===== src/rtl/cpu_pkg.sv =====
// Shared opcode constants, controller state encoding and opcode classification helpers.
// Latency: n/a (types, constants and pure functions only).
// Backpressure: n/a.
package cpu_pkg;

  // 4-bit opcode field op[15:12]; codes 0xC..0xF are unassigned and halt the core.
  localparam logic [3:0] OP_NOP   = 4'h0;
  localparam logic [3:0] OP_ADD   = 4'h1;
  localparam logic [3:0] OP_SUB   = 4'h2;
  localparam logic [3:0] OP_AND   = 4'h3;
  localparam logic [3:0] OP_OR    = 4'h4;
  localparam logic [3:0] OP_ADDI  = 4'h5;
  localparam logic [3:0] OP_CMP   = 4'h6;
  localparam logic [3:0] OP_CMPI  = 4'h7;
  localparam logic [3:0] OP_LTI   = 4'h8;
  localparam logic [3:0] OP_LOAD  = 4'h9;
  localparam logic [3:0] OP_STORE = 4'hA;
  localparam logic [3:0] OP_JMP   = 4'hB;

  typedef enum logic [2:0] {
    IDLE,
    FETCH,
    DECODE,
    EXEC,
    MEM,
    WB,
    HALT
  } state_t;

  // True for every opcode the datapath implements.
  function automatic logic opcode_legal(input logic [3:0] opc);
    case (opc)
      OP_NOP, OP_ADD, OP_SUB, OP_AND, OP_OR, OP_ADDI,
      OP_CMP, OP_CMPI, OP_LTI, OP_LOAD, OP_STORE, OP_JMP: return 1'b1;
      default: return 1'b0;
    endcase
  endfunction

  // Compare-class opcodes update the zero flag during EXEC.
  function automatic logic opcode_sets_zf(input logic [3:0] opc);
    return (opc == OP_CMP) || (opc == OP_CMPI) || (opc == OP_LTI);
  endfunction

endpackage


===== src/rtl/cpu_ctrl_pc_unit.sv =====
// Program counter register with next-PC select (jump target or increment).
// Latency: pc updates on the clock edge ending a cycle with load=1.
// Backpressure: none; load is a single-cycle enable from the controller.
module pc_unit (
  input  logic       clk,
  input  logic       rst,
  input  logic       load,
  input  logic       jmp,
  input  logic [7:0] jmp_target,
  output logic [7:0] pc
);

  // Advance to jump target or pc+1; the 8-bit add wraps 0xFF to 0x00.
  always_ff @(posedge clk or posedge rst) begin
    if (rst) begin
      pc <= 8'h00;
    end else if (load) begin
      pc <= jmp ? jmp_target : pc + 8'd1;
    end
  end

endmodule


===== src/rtl/cpu_ctrl.sv =====
// Multi-cycle CPU control FSM: fetch, decode, execute, memory, writeback, halt.
// Latency: 4 cycles per ALU/jump instruction, 5 per load/store with zero-wait acks.
// Backpressure: imem_req/dmem_req held until the matching ack; run=0 stops at the next WB.
// Optional build macro CPU_CTRL_INSTRET_EN adds a 16-bit retired-instruction counter port.
module cpu_ctrl
  import cpu_pkg::*;
(
  input  logic        clk,
  input  logic        rst,
  input  logic        run,
  output logic        imem_req,
  output logic [7:0]  imem_addr,
  input  logic        imem_ack,
  input  logic [15:0] imem_rdata,
  output logic [15:0] op,
  input  logic        dec_reg_we,
  input  logic        dec_mem_we,
  input  logic        dec_jmp,
  input  logic        dec_load,
  input  logic [7:0]  jmp_target,
  output logic        dmem_req,
  output logic        dmem_we,
  input  logic        dmem_ack,
  output logic        reg_we,
  output logic        zf_we,
  output logic [7:0]  pc,
  output logic        halted
`ifdef CPU_CTRL_INSTRET_EN
  ,
  output logic [15:0] instret
`endif
);

  state_t state;

  // Fetch address is always the architectural PC; imem_req qualifies it.
  assign imem_addr = pc;

  pc_unit u_pc (
    .clk        (clk),
    .rst        (rst),
    .load       (state == WB),
    .jmp        (dec_jmp),
    .jmp_target (jmp_target),
    .pc         (pc)
  );

  // Controller FSM; every output is registered on entry to the state that owns it.
  always_ff @(posedge clk or posedge rst) begin
    if (rst) begin
      state    <= IDLE;
      op       <= 16'h0000;
      imem_req <= 1'b0;
      dmem_req <= 1'b0;
      dmem_we  <= 1'b0;
      reg_we   <= 1'b0;
      zf_we    <= 1'b0;
      halted   <= 1'b0;
    end else begin
      // Strobes live for exactly one cycle unless re-armed below.
      reg_we <= 1'b0;
      zf_we  <= 1'b0;
      case (state)
        IDLE: begin
          if (run) begin
            state    <= FETCH;
            imem_req <= 1'b1;
          end
        end
        FETCH: begin
          if (imem_ack) begin
            op       <= imem_rdata;
            imem_req <= 1'b0;
            state    <= DECODE;
          end
        end
        DECODE: begin
          if (!opcode_legal(op[15:12])) begin
            state  <= HALT;
            halted <= 1'b1;
          end else begin
            state <= EXEC;
            zf_we <= opcode_sets_zf(op[15:12]);
          end
        end
        EXEC: begin
          if (dec_load || dec_mem_we) begin
            state    <= MEM;
            dmem_req <= 1'b1;
            dmem_we  <= dec_mem_we;
          end else begin
            state  <= WB;
            reg_we <= dec_reg_we;
          end
        end
        MEM: begin
          if (dmem_ack) begin
            dmem_req <= 1'b0;
            dmem_we  <= 1'b0;
            state    <= WB;
            reg_we   <= dec_reg_we;
          end
        end
        WB: begin
          // run is only sampled here, so clearing it never aborts an instruction.
          if (run) begin
            state    <= FETCH;
            imem_req <= 1'b1;
          end else begin
            state <= IDLE;
          end
        end
        HALT: begin
          state <= HALT;
        end
        default: begin
          state <= IDLE;
        end
      endcase
    end
  end

`ifdef CPU_CTRL_INSTRET_EN
  // Retired-instruction counter: one count per WB cycle, wrapping at 16 bits.
  always_ff @(posedge clk or posedge rst) begin
    if (rst) begin
      instret <= 16'h0000;
    end else if (state == WB) begin
      instret <= instret + 16'd1;
    end
  end
`endif

endmodule


===== config.mk =====
export PLATFORM = sky130hd
export DESIGN_NAME = cpu_ctrl
export DESIGN_NICKNAME = d
export VERILOG_FILES = /design/src/rtl/cpu_pkg.sv /design/src/rtl/cpu_ctrl_pc_unit.sv /design/src/rtl/cpu_ctrl.sv
export SDC_FILE = /design/constraint.sdc
export NUM_CORES = 1
export LEC_CHECK = 0
export CAP_MARGIN = 10
export CELL_PAD_IN_SITES_DETAIL_PLACEMENT = 1
export CELL_PAD_IN_SITES_GLOBAL_PLACEMENT = 2
export CORE_MARGIN = 4
export CORE_UTILIZATION = 28
export CTS_CLUSTER_DIAMETER = 120
export DETAILED_ROUTE_END_ITERATION = 16
export GPL_TIMING_DRIVEN = 1
export PLACE_DENSITY = 0.93
export SKIP_CTS_REPAIR_TIMING = 1
export SLEW_MARGIN = 20
export SYNTH_ARGS = -nofsm -noshare
export SYNTH_HDL_FRONTEND = slang
export SYNTH_HIERARCHICAL = 1
export SYNTH_SLANG_ARGS = --single-unit

===== constraint.sdc =====
create_clock -name clk -period 4.6 [get_ports clk]
set_input_delay 0.92 -clock clk [delete_from_list [all_inputs] [get_ports clk]]
set_output_delay 0.92 -clock clk [all_outputs]
set_load 0.005 [all_outputs]

==> reports/qor.yml <==
status: "completed"
n_antenna_cell: 0
maxSlewViolCount: 0
antenna_found_initial: 0
cts_tree: "yes"
chipWidth_um: 86.22
path_clk_slew_ns: 0.07
avgSynthCellArea_um2: 11.50
numCtsBuffers: 5
synth-xor-area-share_pct: 0
htree_levels: 2
die_area_um2: 7433
ys.flop_type: "dfrtp_1"
synth-seq-cells: 33
timing.rr.end: "u_pc/pc[7]"
synth_area_um2: 1713
final_cell_mix: "clkdlybuf4s50_1, dfrtp_1, mux2_4"
first_iter_violations: 42
avgViaCountPerCell: 4.795
rr_startpoint: "state[0]"
grt_pass1_vias: 1403
hold_path_startpoint: "halted"
setup_violations: 0
final_common_cell: "clkdlybuf4s50_1"
design.core.area_um2: 5921
fin_worst_skew_ns: 0.007292
max-cap-violations: 0
critical_path_required_ns: 4.82
synth_compound_area_share_pct: 12.86
track_usage_pct: 12.27
syn_nets: 183
synth_cell_types: 41
route.detailed.drc: 0
clock_sinks: 33
p_leak_uw: 0.001021
first_pass_iters: 4
period_share_pct: 51.12
min_path_type: "reg -> reg"
clk_latency_ns: 0.28
syn_inst: 149
hpwlAfterDp_um: 3195
synth.mux.area_fraction_pct: 13.88
cp.arrival_ns: 2.57
ys_seq_area_share_pct: 48.21
crit_fanout: 18
cts_buffer_depth: 2
drtAntennaViolNets: 0
critPathKind: "in -> reg"
cp-start-kind: "primary input"
rsz0062_at_grt: "no"
min_to: "halted"
rows: 28
rrSetupSlack_ns: 2.58
worst_pin_slew_ns: 0.6402
yosysWarnings: 6
area_growth_pct: 45.80
vias: 1381
grt_first_pass_wirelength_um: 7120
initial_core_util_pct: 28.93
synth-simple-area-share_pct: 16.73
fin_setup_tns_ns: 0
post-route-min-period_ns: 2.352
power.density_nw_per_um2: 621.5
grt_overflow: 0
reg2regPathDepth: 4
hold_viol_final: 0
clockRootBuffer: "clkbuf_8"
drt-total-wl_um: 4325
io_pins: 71
port_buffers: 70
synth_top_family_by_area: "simple AND/OR/NAND/NOR gates"
routedWlPerCell_um: 15.02
synth_edf_count: 0
grt_start_max_net_pins: 26
die_h_um: 86.22
peakVddDrop_mv: 0.2227
async_reset_ff_share_pct: 100.0
hold_depth: 1
cp-end-kind: "register"
globalplace.congestion: 0.7156
pre_cts_slack_ns: 1.939
nets: 246
drive_above_1_share_pct: 16.43
final_util_pct: 42.18
fmax_mhz: 425.2
synthAdderAreaFrac_pct: 0.7305
setup_ws_ns: 2.248
slew_headroom_pct: 57.18
## worst max-delay path, stage by stage
cell and delay (ns):
clkdlybuf4s50_1 0.74, nand2b_4 0.29, or4_1 0.50, nand3_1 0.11
## logic make-up (layout without fill, tap and decap cells)
logic type      count (synthesis)  count (layout)
buf+inv                        19              83
simple gates                   45              45
mux                            18              18
flops                          33              33
compound gates                 33              33
fa+ha+maj                       1               1
## flip-flops by register name, summed over array words and instances, names as in the netlist
name	cells
imem_req	1
zf_we	1
state	3
u_pc/pc	8
dmem_req	1
op	16
halted	1
reg_we	1
dmem_we	1
## cell usage after synthesis (5+ instances only)
cell type,instances,area share [%]
dfrtp_1,33,48
mux2_4,10,8.8
a21oi_1,9,2.6
nor2_1,9,2.0
buf_4,8,3.5
mux2_2,6,3.9
nand2_1,6,1.3
nand3_1,6,1.8
nor2b_1,6,2.2
a31oi_1,5,1.8
inv_1,5,1.1
## area by class of cell
cell class / instances / area [um^2]
clock buffers: 7 / 96.34
repair buffers: 70 / 700.7
clock inverters: 1 / 5.005
multi-input cells: 97 / 757.0
flip-flops and latches: 33 / 825.8
fillers: 647 / 3423
inverters: 5 / 18.77
well taps: 75 / 93.84
## how the worst max path moves through the flow
stage,startpoint,end,slack (ns),cells after the start
2_1_floorplan,dec_jmp,u_pc/pc[6],2.84,4
4_1_cts,dec_jmp,u_pc/pc[7],2.24,4
5_1_grt,dec_jmp,u_pc/pc[7],2.16,4
6_report,dec_jmp,u_pc/pc[7],2.25,4
3_3_place_gp,dec_jmp,u_pc/pc[6],1.99,4
3_5_place_dp,dec_jmp,u_pc/pc[7],1.94,4
## metal layers
metal / GRT usage, % / vias to the layer above / routed length [um]
met4: 4.249 / 0 / 48
met5: 0 / - / 0
met1: 16.35 / 669 / 1929
li1: - / 653 / -
met2: 18.64 / 55 / 1980
met3: 4.183 / 4 / 366
## stage by stage
| stage | hold slack (ns) | cells | area (um^2) | total power [uW] |
|---|---|---|---|---|
| floorplan | 0.4602 | 149 | 1713 | 961.4 |
| global placement | 0.4583 | 280 | 2396 | 1300 |
| detailed placement | 0.4594 | 280 | 2396 | 1324 |
| CTS | 0.4771 | 288 | 2497 | 1579 |
| global route | 0.4854 | 288 | 2497 | 1680 |
| finish | 0.4737 | 288 | 2497 | 1552 |
## power by group
group / leakage [uW] / internal (uW) / total, uW / switching, uW
Sequential: 0.000383 / 422 / 572 / 150
Clock: 0.0000542 / 135 / 243 / 108
Combinational: 0.000584 / 484 / 737 / 253
Power figures use the tool's default switching activity.
